<file path="config.mk">
export PLATFORM = sky130hd
export DESIGN_NAME = clkdiv_multi
export DESIGN_NICKNAME = d
export VERILOG_FILES = /design/src/rtl/clkdiv_multi.sv
export SDC_FILE = /design/constraint.sdc
export NUM_CORES = 1
export LEC_CHECK = 0
export ABC_AREA = 1
export BUFFER_PORTS_ARGS = -buffer_cell sky130_fd_sc_hd__buf_2
export CAP_MARGIN = 20
export CORE_UTILIZATION = 40
export DETAILED_ROUTE_END_ITERATION = 6
export GPL_ROUTABILITY_DRIVEN = 1
export SYNTH_ARGS = -nofsm -noshare
export SYNTH_HDL_FRONTEND = slang
export SYNTH_SLANG_ARGS = --single-unit
</file>
<file path="constraint.sdc">
create_clock -name clk -period 3.22 [get_ports clk]
set_clock_uncertainty 0.1 [all_clocks]
set_input_delay 0.161 -clock clk [delete_from_list [all_inputs] [get_ports clk]]
set_output_delay 0.161 -clock clk [all_outputs]
set_load 0.02 [all_outputs]
</file>
<file path="src/rtl/clkdiv_multi.sv">
// Multi-channel programmable integer clock divider: each channel makes a registered divided level
// and a one-cycle tick. New configurations take effect only at period boundaries or on sync_all.
module clkdiv_multi #(
  parameter int CH    = 4,
  parameter int CNT_W = 16,
  localparam int CH_W = (CH > 1) ? $clog2(CH) : 1
) (
  input  logic             clk,
  input  logic             rst,
  input  logic             wr_en,
  input  logic [CH_W-1:0]  wr_ch,
  input  logic [CNT_W-1:0] wr_div,
  input  logic             wr_ena,
  input  logic             sync_all,
  output logic [CH-1:0]    clk_out,
  output logic [CH-1:0]    tick,
  output logic [CH-1:0]    running,
  output logic [CH-1:0]    pending
);

  localparam logic [CNT_W-1:0] ONE   = CNT_W'(1);
  localparam logic [CNT_W:0]   ONE_W = (CNT_W+1)'(1);

  // Write interface: wr_en is a single-cycle strobe with no back-pressure. Each cycle it is high,
  // {wr_div, wr_ena} is taken by channel wr_ch. If wr_ch has no matching channel, the write is dropped.
  for (genvar g = 0; g < CH; g++) begin : g_ch
    localparam logic [CH_W-1:0] IDX = CH_W'(g);

    logic [CNT_W-1:0] r_cnt;
    logic [CNT_W-1:0] r_div_cur;
    logic [CNT_W-1:0] r_div_pend;
    logic             r_ena_pend;
    logic             r_pending;
    logic             r_running;
    logic             r_clk_out;
    logic             r_tick;

    logic             w_hit;
    logic             w_pend_v;
    logic             w_pena;
    logic             w_boundary;
    logic             w_end;
    logic             w_en_next;
    logic [CNT_W-1:0] w_pdiv;
    logic [CNT_W:0]   w_hi;
    logic [CNT_W:0]   w_cnt_inc;

    // A same-cycle write is folded into the pending view first, so it can apply on this edge.
    assign w_hit      = wr_en && (wr_ch == IDX);
    assign w_pend_v   = w_hit || r_pending;
    assign w_pdiv     = w_hit ? wr_div : r_div_pend;
    assign w_pena     = w_hit ? (wr_ena && (wr_div != '0)) : r_ena_pend;
    assign w_boundary = r_running && (r_cnt == (r_div_cur - ONE));
    assign w_end      = sync_all || !r_running || w_boundary;
    assign w_en_next  = w_pend_v ? w_pena : r_running;
    assign w_hi       = ({1'b0, r_div_cur} + ONE_W) >> 1;
    assign w_cnt_inc  = {1'b0, r_cnt} + ONE_W;

    always_ff @(posedge clk) begin
      if (rst) begin
        r_cnt      <= '0;
        r_div_cur  <= '0;
        r_div_pend <= '0;
        r_ena_pend <= 1'b0;
        r_pending  <= 1'b0;
        r_running  <= 1'b0;
        r_clk_out  <= 1'b0;
        r_tick     <= 1'b0;
      end else begin
        r_div_pend <= w_pdiv;
        r_ena_pend <= w_pena;
        if (w_end) begin
          // Period start, stopped channel, or forced restart: commit any pending config here.
          r_cnt     <= '0;
          r_pending <= 1'b0;
          r_running <= w_en_next;
          r_tick    <= w_en_next;
          r_clk_out <= w_en_next;
          if (w_pend_v) begin
            r_div_cur <= w_pdiv;
          end
        end else begin
          r_cnt     <= w_cnt_inc[CNT_W-1:0];
          r_pending <= w_pend_v;
          r_tick    <= 1'b0;
          r_clk_out <= (w_cnt_inc < w_hi);
        end
      end
    end

    assign clk_out[g] = r_clk_out;
    assign tick[g]    = r_tick;
    assign running[g] = r_running;
    assign pending[g] = r_pending;
  end

endmodule

</file>
# --- After elaboration in Yosys (flattened, before gate mapping) ---
# Index checks and enable logic that the tools add are counted.
totals:
  ff_bits: 212
  input_bits: 23
  output_inout_bits: 16
  elab_cells: 114
op_classes:
  n_addsub: 12
  n_lt_le_gt_ge: 4
  n_eq_ne: 7
  mux: 16
  bitwise: 4
  n_reduce_logical: 39
op_table:
  columns: ["cell", "count"]
  rows:
  - ["16-bit by 1-bit adder with 17-bit output, second input constant", 8]
  - ["17-bit by 16-bit < comparator with 1-bit output", 4]
  - ["16-bit equality test", 4]
  - ["16-bit 2-to-1 mux", 4]
  - ["16-bit by 1-bit subtractor with 16-bit output, second input constant", 4]
  - ["16-bit nonzero test", 1]
  - ["2-bit OR reduction", 8]
  - ["1-bit logical OR", 12]
  - ["1-bit 2-to-1 mux", 12]
  - ["1-bit logical AND", 9]
  - ["2-bit AND reduction", 4]
  - ["2-bit equality test, second input constant", 2]
  - ["1-bit logical NOT", 4]
  - ["1-bit NOT", 4]
  - ["2-bit by 1-bit equality test with 1-bit output, second input constant", 1]
  - ["2-bit logical NOT", 1]

# --- Depth between registers and ports, before layout ---
# Gate-level depths: netlist (run 1).
logic_depth:
  word_depth: 6
  ltp_mapped: 21
  depth_no_buf: 21

# --- Worst setup path before layout (run 1) ---
# No wires, ideal clock.
synth_path:
  path_kind: "register to register"
  start: "register g_ch[0].r_div_cur[0]"
  end: "register g_ch[0].r_clk_out"
  arrival_ns: 2.522
  required_time_ns: 2.995
  path_slack_ns: 0.473
  path_stages_with_launch: 21
  path_buffers: 0
  synth_period_minus_slack_ns: 2.747
  path_cell_list: "dfxtp_1 ha_1 nand3_1 nor2_1 nand2_1 nor2_1 inv_1 nor3_1 nand2_1 nor3_1 nand3_1 ha_1 inv_1 a31oi_1 nand2_1 nor2_1 nor2_1 nand2_1 nor2_1 nand3_1 o21ai_0"
synth_between:
  elab_chain_len: 5
synth_lines:
  columns: ["element", "line_no", "rtl"]
  rows:
  - ["from (decl)", "30", "logic [CNT_W-1:0] r_div_cur;"]
  - ["from (signal assigned)", "80", "r_div_cur <= w_pdiv;"]
  - ["branches (longest 4 deep; another with 16-bit by 1-bit adder with 17-bit output)", null, null]
  - ["1-bit 2-to-1 mux *", "72", "if (w_end) begin"]
  - ["to (signal assigned)", "78", "r_clk_out <= w_en_next;"]
  - ["to (signal assigned)", "86", "r_clk_out <= (w_cnt_inc < w_hi);"]
  - ["to (decl)", "35", "logic r_clk_out;"]
# Mark *: on every way between the ends.
# A chain may end at the register's enable or synchronous reset.

# --- Final worst setup path (run 1) ---
layout_path:
  start: "register g_ch[0].r_div_cur[1]"
  end: "register g_ch[0].r_clk_out"
# Same word-level chain as after synthesis.

==> summary.md, run 1 <==
| Metric | Value |
|---|---|
| Hold Startpoint | wr_ch[1] |
| Area grow syn2layout | 11.21% |
| Worst EP arrival | 3.36 ns |
| Reg2reg start | g_ch[0].r_div_cur[1] |
| # DRC | 0 |
| Tcrit/Tclk final | 0.9288 |
| WL final | 35040 um |
| Initial Util | 0.4054 |
| Die Wd | 188.9 um |
| Synth cell types | 49 |
| Synth area leader | dfxtp_1 |
| Reg-to-Reg End | g_ch[0].r_clk_out |
| First-pass GRT wire length | 57790 um |
| Hold Path Depth | 4 |
| Post-synth EDFFs | 0 |
| Seq cells post-synth | 212 |
| Share of cells above drive strength 1 | 0.1148 |
| Initial DRT Pass Iterations | 7 |
| Ys Warns | 0 |
| Ports | 39 |
| P_int | 4.861 mW |
| Drt initial violations | 830 |
| Final Hold Viols | 0 |
| Post-synth top flop | dfxtp_1 |
| Sw frac | 0.2959 |
| CTS buffer count | 26 |
| Clock latency on the worst-skew pair | 0.55 ns |
| Clock root cell | clkbuf_16 |
| Worst setup margin | 0.2292 ns |
| Crit-path max FO | 4 |
| Global-route usage over all layers | 0.1948 |
| Full die area | 0.03567 sq mm |
| Setup_tns | 0 ns |
| Routed length per instance | 13.53 um |
| Via count | 12800 |
| GRT overflow | 0 |
| Dpl ws | 0.1076 ns |
| Fin cells | 2590 |
| Part of the power in registers | 0.409 |
| RePlAce Congestion | 0.8967 |
| Leakage power total | 7.016 nW |
| Hold Crit Class | in -> reg |
| Via density | 4.941 |
| Cell Pwr Density | 444.5 mW/mm^2 |
| # H-tree levels | 1 |
| Switching pwr | 2.043 mW |
| R2R depth | 20 |
| Clock Sinks | 212 |
| Cells after synthesis | 2103 |
| Vias in the first global route | 11990 |
| R2R Setup Slk | 0.23 ns |
| Setup-failing EPs final | 0 |
| Crit Path Class | reg -> reg |
| Outcome | complete, no violations |
| Comb power frac | 0.171 |
| Initial antenna violation count | 0 |
| Max-capacitance violation count | 0 |
| VDD IR max | 0.3317 mV |
| Post-DP HPWL | 26300 um |
| Bufs on Longest Clock Path | 3 |
| CTS tree | done |
| Mean Syn Cell Area | 6.642 sq um |
| Chip height | 188.9 um |
| Post-DP Area | 0.01445 sq mm |
| Final Slew Violations | 0 |
| Async set or reset register ratio after synthesis | 0 |
| Sequential area share after synthesis | 0.3038 |
| Inst Count DP | 2537 |
| Setup crit start kind | flip-flop |
| Clk slew on worst S/H paths | 0.06 ns |
| Area of the core | 0.03446 sq mm |
| Pwr Total | 6.904 mW |
| WP data required | 3.59 ns |
| Syn Nets | 2198 |
| Clk pwr share | 0.420 |
| Worst Tran Pin Value | 0.7713 ns |
| Fin area | 0.01553 sq mm |
| Diodes inserted | 0 |
| Std-Cell Rows | 68 |
| Number of nets with antenna violations after routing | 0 |
| Largest net degree at the start of global routing | 70 |
| Post-Syn Area | 0.01397 sq mm |
| Synth top area share | 0.3038 |
| Hold Crit Endpoint | g_ch[1].r_pending |
| Worst Setup End Kind | flip-flop |
| Max Freq | 334.4 MHz |
| Input/output buffers | 38 |
| Fin crit period | 2.991 ns |
| Post-layout net count | 2211 |
| Slew headroom | 0.4858 |
| Synth area leaders | dfxtp_1 (30%), nand2_1 (12%), nor2_1 (9.2%) |
[cells by family (layout without fill, tap and decap cells)]
group	Yosys count	after routing	synth area share
and+or+nand+nor	1104	1104	0.3496
DFF	212	212	0.3038
buffers and inverters	358	390	0.1113
AOI/OAI and AO/OA	222	222	0.08492
adders and majority gates	72	72	0.06449
muxes	2	2	0.001433
xor gates and xnor gates	133	133	0.08438
[cells in the mapped netlist, types with 5 or more instances]
cell type and count:
inv_2 6, nor2_1 341, ha_1 72, dfxtp_1 212
xnor2_1 29, nor3_1 38, buf_1 5, o21ai_1 5
nand3_2 8, a211oi_1 7, nand3_1 152, o21bai_1 6
o211ai_1 7, nand4_1 37, buf_6 11, xor2_1 103
inv_1 254, nand2_2 7, clkbuf_1 32, a21oi_1 98
buf_2 19, a31oi_1 6, nand2_1 441, nor2_2 29
nor3_2 12, nor2_4 9, nand3b_1 12, buf_4 23
o21ai_0 86
[state kept, by name, indices dropped and copies added, names as in the netlist]
name,count
g_ch.r_div_pend,64
g_ch.r_pending,4
g_ch.r_ena_pend,4
g_ch.r_tick,4
g_ch.r_running,4
g_ch.r_div_cur,64
g_ch.r_clk_out,4
g_ch.r_cnt,64
[placed cells by master (no fill, tap or decap), drive strengths merged, types with 7 or more instances in the layout]
master / instances
nand4: 37
nor3: 50
ha: 72
nand3b: 12
nor2: 379
clkinv: 10
xnor2: 29
inv: 262
buf: 76
a211oi: 7
o211ai: 7
o21ai: 91
clkbuf: 37
nand2: 453
a21oi: 98
dfxtp: 212
nand3: 160
xor2: 103
[what timing repair did]
item	4_1_cts	5_1_grt
hold buffers	2	0
endpoints found under the setup margin	0	4
hold endpoints to repair	4	0
gates resized for setup	0	51
setup buffers	0	4
[cell type report]
type / count / area (sq um)
Clock buffer: 37 / 763.2
Inverter: 265 / 999.7
Tap cell: 455 / 569.3
Fill cell: 3573 / 18920
Multi-Input combinational cell: 1533 / 8361
Clock inverter: 10 / 83.83
Sequential cell: 212 / 4262
Timing Repair Buffer: 78 / 495.5
[critical path, cell delays in order (launching register included)]
cell	delay, ns
dfxtp_1	0.37
ha_1	0.20
nand3_1	0.12
nor2_1	0.12
nand2_1	0.08
nor2_1	0.13
inv_1	0.08
nor3_2	0.17
nand2_1	0.11
nor2_1	0.14
xnor2_1	0.17
ha_1	0.27
inv_1	0.09
nor3_1	0.07
a211oi_1	0.23
nor2_1	0.08
nor2_1	0.11
nand2_1	0.06
nor2_1	0.08
nand3_1	0.08
o21ai_0	0.07
[routing by layer]
layer  track usage  wire length [um]
met3       0.03707              2012
met1        0.2639             16690
met4       0.04560               617
met2        0.3166             15660
met5       0.01511                69
[how the worst max path moves through the flow]
stage / start / end / slack [ns] / cells after the start
final: g_ch[0].r_div_cur[1] / g_ch[0].r_clk_out / 0.23 / 20
after global routing: g_ch[0].r_div_cur[1] / g_ch[0].r_clk_out / -0.04 / 20
after CTS: g_ch[0].r_div_cur[1] / g_ch[0].r_clk_out / 0.08 / 18
after detailed placement: g_ch[0].r_div_cur[1] / g_ch[0].r_clk_out / 0.11 / 18
after global placement: g_ch[3].r_div_cur[0] / g_ch[3].r_clk_out / 0.11 / 16
after floorplan: g_ch[0].r_div_cur[0] / g_ch[0].r_clk_out / 0.47 / 20
[power groups by stage]
stage	registers [mW]	logic [mW]	clock network (mW)
2_1_floorplan	2.83	0.960	0
3_3_place_gp	2.88	1.14	0
3_5_place_dp	2.88	1.16	0
4_1_cts	2.82	1.17	2.99
5_1_grt	2.84	1.35	3.10
6_report	2.82	1.18	2.90
[stage by stage]
stage	util	hold slack, ns
after floorplan	-	0.2947
after CTS	0.4445	0.0007496
after global placement	0.4194	0.3604
final	0.4508	0.02739
after global routing	0.4508	0.05261
after detailed placement	0.4194	0.3683
No activity file was read; power rests on OpenSTA's default activity.
==> run 2: changes to the inputs <==
==> constraint.sdc (replaced) <==
create_clock -name clk -period 3.22 [get_ports clk]
set_clock_uncertainty 0.1 [all_clocks]
set_input_delay 0.644 -clock clk [delete_from_list [all_inputs] [get_ports clk]]
set_output_delay 0.644 -clock clk [all_outputs]
set_load 0.02 [all_outputs]
==> summary.md, run 2 (synthesis results as in run 1) <==
| Metric | Value |
|---|---|
| Outcome | complete, no violations |
| Worst Tran Pin Value | 1.048 ns |
| Fin cells | 2585 |
| Initial antenna violation count | 0 |
| Multi-input gate area | 0.008339 sq mm |
| Fin area | 0.01550 sq mm |
| CP max stage delay | 0.41 ns |
| Initial DRT Pass Iterations | 7 |
| Via density | 4.971 |
| Ports | 39 |
| Global-route usage over all layers | 0.1945 |
| Cell Pwr Density | 451.1 mW/mm^2 |
| Clock root cell | clkbuf_16 |
| Clock Sinks | 212 |
| Chip height | 188.9 um |
| Top Registers | g_ch.r_cnt (64), g_ch.r_div_cur (64), g_ch.r_div_pend (64) |
| Die Wd | 188.9 um |
| GRT overflow | 0 |
| Crit Path Class | reg -> reg |
| Clk slew on worst S/H paths | 0.06 ns |
| Initial Util | 0.4054 |
| Fin crit period | 2.966 ns |
| Hold_ws | 0.3689 ns |
| Crit-path max FO | 5 |
| Area of the core | 0.03446 sq mm |
| Pwr Total | 6.994 mW |
| Leakage power total | 7.002 nW |
| RePlAce Congestion | 0.8797 |
| Inst Count DP | 2540 |
| Setup_tns | 0 ns |
| Routed length per instance | 13.53 um |
| Largest net degree at the start of global routing | 70 |
| First-pass GRT wire length | 57400 um |
| RSZ-0062 raised after global routing | yes |
| Setup-failing EPs final | 0 |
| Fillers | 3602 |
| Worst EP arrival | 3.37 ns |
| Diodes inserted | 0 |
| VDD IR max | 0.4558 mV |
| Commonest non-fill, non-tap cell in the layout | nand2_1 |
| WP data required | 3.62 ns |
| Area grow syn2layout | 10.99% |
| Number of nets with antenna violations after routing | 0 |
| Clock latency on the worst-skew pair | 0.56 ns |
| Slew headroom | 0.2953 |
| Tcrit/Tclk final | 0.9212 |
| Max-capacitance violation count | 0 |
| Post-layout net count | 2208 |
| CTS Hold Bufs | 0 |
| Post-DP Area | 0.01449 sq mm |
| Std-Cell Rows | 68 |
| Post-DP HPWL | 26570 um |
| Share of cells above drive strength 1 | 0.1085 |
| CTS tree | done |
| Via count | 12850 |
| Vias in the first global route | 11820 |
| CP max stage cell | dfxtp_1 |
| Input/output buffers | 38 |
| Register Area | 0.004254 sq mm |
| Worst Setup End Kind | flip-flop |
| Full die area | 0.03567 sq mm |
| WL final | 34970 um |
| Max Freq | 337.1 MHz |
| Setup crit start kind | flip-flop |
| Bufs on Longest Clock Path | 3 |
| Hold Crit Class | reg -> reg |
| Cells along the critical path | ha_1, nand2_1, nor3_4, nand3_1, nor2_2, inv_1, nor2_1, xor2_1, ha_1, a21oi_1, nor2_1, a211oi_1, nor4_1, nor2_1, nand2_1, nor2_1, nand2_1, nand2_1 |
| # H-tree levels | 1 |
| Final Hold Viols | 0 |
| CTS buffer count | 25 |
| Drt initial violations | 753 |
| Final Slew Violations | 0 |
| # DRC | 0 |
| Highest-count cells in the layout ignoring fill and taps | nand2_1 (441), nor2_1 (335), inv_1 (254) |
## run 2: cell types whose count changed in the layout (fill, tap and decap cells not counted), moves of 3 or more
cell       change
clkinv_2       -3
dfxtp_2        -3
bufinv_16      +3
dfxtp_1        +4
nor2_1         +3
## run 2: timing repair
item                       in CTS  in global routing
setup endpoints to repair       1                  4
setup buffers                   0                  1
gates resized for setup         1                 37
pin swaps                       0                  1
## run 2: metrics by stage
| step | worst slack, ns | util |
|---|---|---|
| 3_3_place_gp | 0.09261 | 0.4204 |
| 6_report | 0.2537 | 0.4499 |
| 3_5_place_dp | 0.009220 | 0.4204 |
| 4_1_cts | 0.02394 | 0.4453 |
| 5_1_grt | -0.01821 | 0.4499 |
| 2_1_floorplan | 0.4730 | - |
## run 2: final timing paths
path	startpoint	endpoint	slack [ns]	depth (start not counted)
max	g_ch[1].r_cnt[0]	g_ch[1].r_clk_out	0.25	18
min	g_ch[2].r_cnt[0]	g_ch[2].r_cnt[0]	0.37	1
max reg2reg	g_ch[1].r_cnt[0]	g_ch[1].r_clk_out	0.25	18
min reg2reg	g_ch[2].r_cnt[0]	g_ch[2].r_cnt[0]	0.37	1
## run 2: final cells by class
| cell class | instances | area share |
|---|---|---|
| Timing Repair Buffer | 76 | 0.03147 |
| Clock buffer | 33 | 0.04423 |
| Tap cell | 455 | 0.03672 |
| Inverter | 265 | 0.06448 |
| Multi-Input combinational cell | 1533 | 0.5379 |
| Sequential cell | 212 | 0.2744 |
| Clock inverter | 11 | 0.01081 |
## run 2: worst max-delay path, delay by kind of cell (launching register included)
family          cells  cell delay [ns]
buf+inv             1             0.08
simple gates       12             1.27
flops               1             0.41
compound gates      2             0.32
fa+ha+maj           2             0.51
xor+xnor            1             0.20
## run 2: report_power, final
| part | internal, mW | switching [mW] | leakage [nW] |
|---|---|---|---|
| Sequential | 2.73 | 0.0949 | 1.73 |
| Clock | 1.81 | 1.18 | 0.413 |
| Combinational | 0.415 | 0.762 | 4.86 |
| Total | 4.96 | 2.04 | 7.00 |
## run 2: metal layers
metal  global-route usage  vias to the layer above  part of all wire
li1                     -                     6675                 -
met1               0.2646                     5894              0.48
met2               0.3199                      226              0.45
met3              0.02558                       54             0.046
met4              0.05738                        0             0.022
met5                    0                        -                 0
==> run 3: changes to the inputs <==
- CELL_PAD_IN_SITES_DETAIL_PLACEMENT: not set -> 1
- CELL_PAD_IN_SITES_GLOBAL_PLACEMENT: not set -> 1
- CORE_UTILIZATION: 40 -> 46
- PLACE_DENSITY_LB_ADDON: not set -> 0.1
==> summary.md, run 3 (synthesis results as in run 1) <==
| Metric | Value |
|---|---|
| Post-layout net count | 2234 |
| CTS tree | done |
| Top Registers | g_ch.r_cnt (64), g_ch.r_div_cur (64), g_ch.r_div_pend (64) |
| Die Wd | 176.3 um |
| Inst Count DP | 2492 |
| Ports | 39 |
| RePlAce Congestion | 0.8829 |
| Pwr Total | 6.917 mW |
| Via count | 13390 |
| Clock Sinks | 212 |
| Tcrit/Tclk final | 0.9508 |
| CP max stage delay | 0.35 ns |
| Fin area | 0.01576 sq mm |
| Dpl ws | -0.1649 ns |
| Reg-to-Reg End | g_ch[1].r_clk_out |
| Reg2reg start | g_ch[1].r_cnt[1] |
| Bufs on Longest Clock Path | 3 |
| Largest net degree at the start of global routing | 59 |
| Worst Tran Pin Value | 0.9894 ns |
| Hold Startpoint | rst |
| CP delay by family, top | simple AND/OR/NAND/NOR gates |
| R2R Setup Slk | 0.16 ns |
| Final Hold Viols | 0 |
| Clock latency on the worst-skew pair | 0.54 ns |
| Hold_ws | 0.3681 ns |
| Number of nets with antenna violations after routing | 0 |
| Highest-count cells in the layout ignoring fill and taps | nand2_1 (439), nor2_1 (325), inv_1 (254) |
| Input/output buffers | 38 |
| CTS buffer count | 25 |
| # H-tree levels | 1 |
| CTS Hold Bufs | 0 |
| Max-capacitance violation count | 0 |
| Final Slew Violations | 0 |
| CP max stage cell | dfxtp_2 |
| Cells along the critical path | ha_2, nand2_1, nor3_4, nand3_2, nor2_4, inv_1, nor3_2, xor2_1, ha_1, nand2_1, nor2_1, a211oi_1, nor4_1, nor2_1, nand2_1, nor2_1, nand2_1, nand2_1 |
| Slew headroom | 0.3345 |
| GRT overflow | 0 |
| Post-DP Area | 0.01452 sq mm |
| Worst EP arrival | 3.44 ns |
| Clock root cell | clkbuf_16 |
| Crit Path Class | reg -> reg |
| Routed length per instance | 15.61 um |
| Critical path origin | g_ch[1].r_cnt[1] |
| Via density | 5.253 |
| Full die area | 0.03107 sq mm |
| WP data required | 3.60 ns |
| Leakage power total | 7.172 nW |
| Outcome | complete, no violations |
| Hold Crit Class | in -> reg |
| Initial DRT Pass Iterations | 5 |
| Initial Util | 0.4688 |
| Chip height | 176.3 um |
| Area grow syn2layout | 12.85% |
| Worst Setup End Kind | flip-flop |
| Fillers | 4006 |
| Max Freq | 326.6 MHz |
| Share of cells above drive strength 1 | 0.1378 |
| Area of the core | 0.02980 sq mm |
| Crit path top cell by count | nand2_1 |
| Post-DP HPWL | 30390 um |
| First-pass GRT wire length | 64900 um |
| End point of the critical path | g_ch[1].r_clk_out |
| Global-route usage over all layers | 0.2543 |
| Setup-failing EPs final | 0 |
| Fin crit period | 3.061 ns |
| Fin cells | 2550 |
| VDD IR max | 0.3494 mV |
| Worst path depth | 18 |
| Clk slew on worst S/H paths | 0.06 ns |
| # DRC | 0 |
| WP buf/inv | 1 |
| WL final | 39800 um |
| R2R depth | 18 |
| Std-Cell Rows | 63 |
| Drt initial violations | 528 |
| Commonest non-fill, non-tap cell in the layout | nand2_1 |
| Final core area utilization | 0.5291 |
| Crit-path max FO | 4 |
| Cell Pwr Density | 438.8 mW/mm^2 |
| Setup crit start kind | flip-flop |
| Initial antenna violation count | 5 |
| Vias in the first global route | 13450 |
| Setup_tns | 0 ns |
| Worst setup margin | 0.1586 ns |
-- run 3: repair_timing --
action,CTS,global route
setup buffers,0,10
pin swaps,0,11
resized for setup,5,85
endpoints found under the setup margin,2,4
-- run 3: layout make-up --
class                           instances  area [sq um]  area share
Antenna cell                            4         10.01   0.0006350
Clock buffer                           33         675.6     0.04286
Clock inverter                         11         137.6    0.008731
Inverter                              265         999.7     0.06342
Multi-Input combinational cell       1533          8513      0.5400
Sequential cell                       212          4269      0.2708
Tap cell                              390         488.0     0.03095
Timing Repair Buffer                  102         670.6     0.04254
-- run 3: metal layers --
layer | routed length [um] | global-route usage
met1 | 18430 | 0.3269
met5 | 13 | 0
met3 | 1524 | 0.03639
met4 | 969 | 0.07210
met2 | 18870 | 0.4395
-- run 3: report_power, final --
group,internal (mW),total [mW],switching [mW]
Sequential,2.73,2.82,0.0921
Combinational,0.421,1.23,0.811
Clock,1.71,2.87,1.16
Total,4.86,6.92,2.06
-- run 3: worst min path at each step --
| stage | end | slack [ns] | cells past startpoint |
|---|---|---|---|
| 2_1_floorplan | g_ch[0].r_cnt[0] | 0.34 | 1 |
| 3_3_place_gp | g_ch[2].r_pending | 0.36 | 2 |
| 3_5_place_dp | g_ch[0].r_ena_pend | 0.37 | 2 |
| 4_1_cts | g_ch[2].r_ena_pend | 0.35 | 2 |
| 5_1_grt | g_ch[2].r_ena_pend | 0.37 | 2 |
| 6_report | g_ch[2].r_ena_pend | 0.37 | 2 |
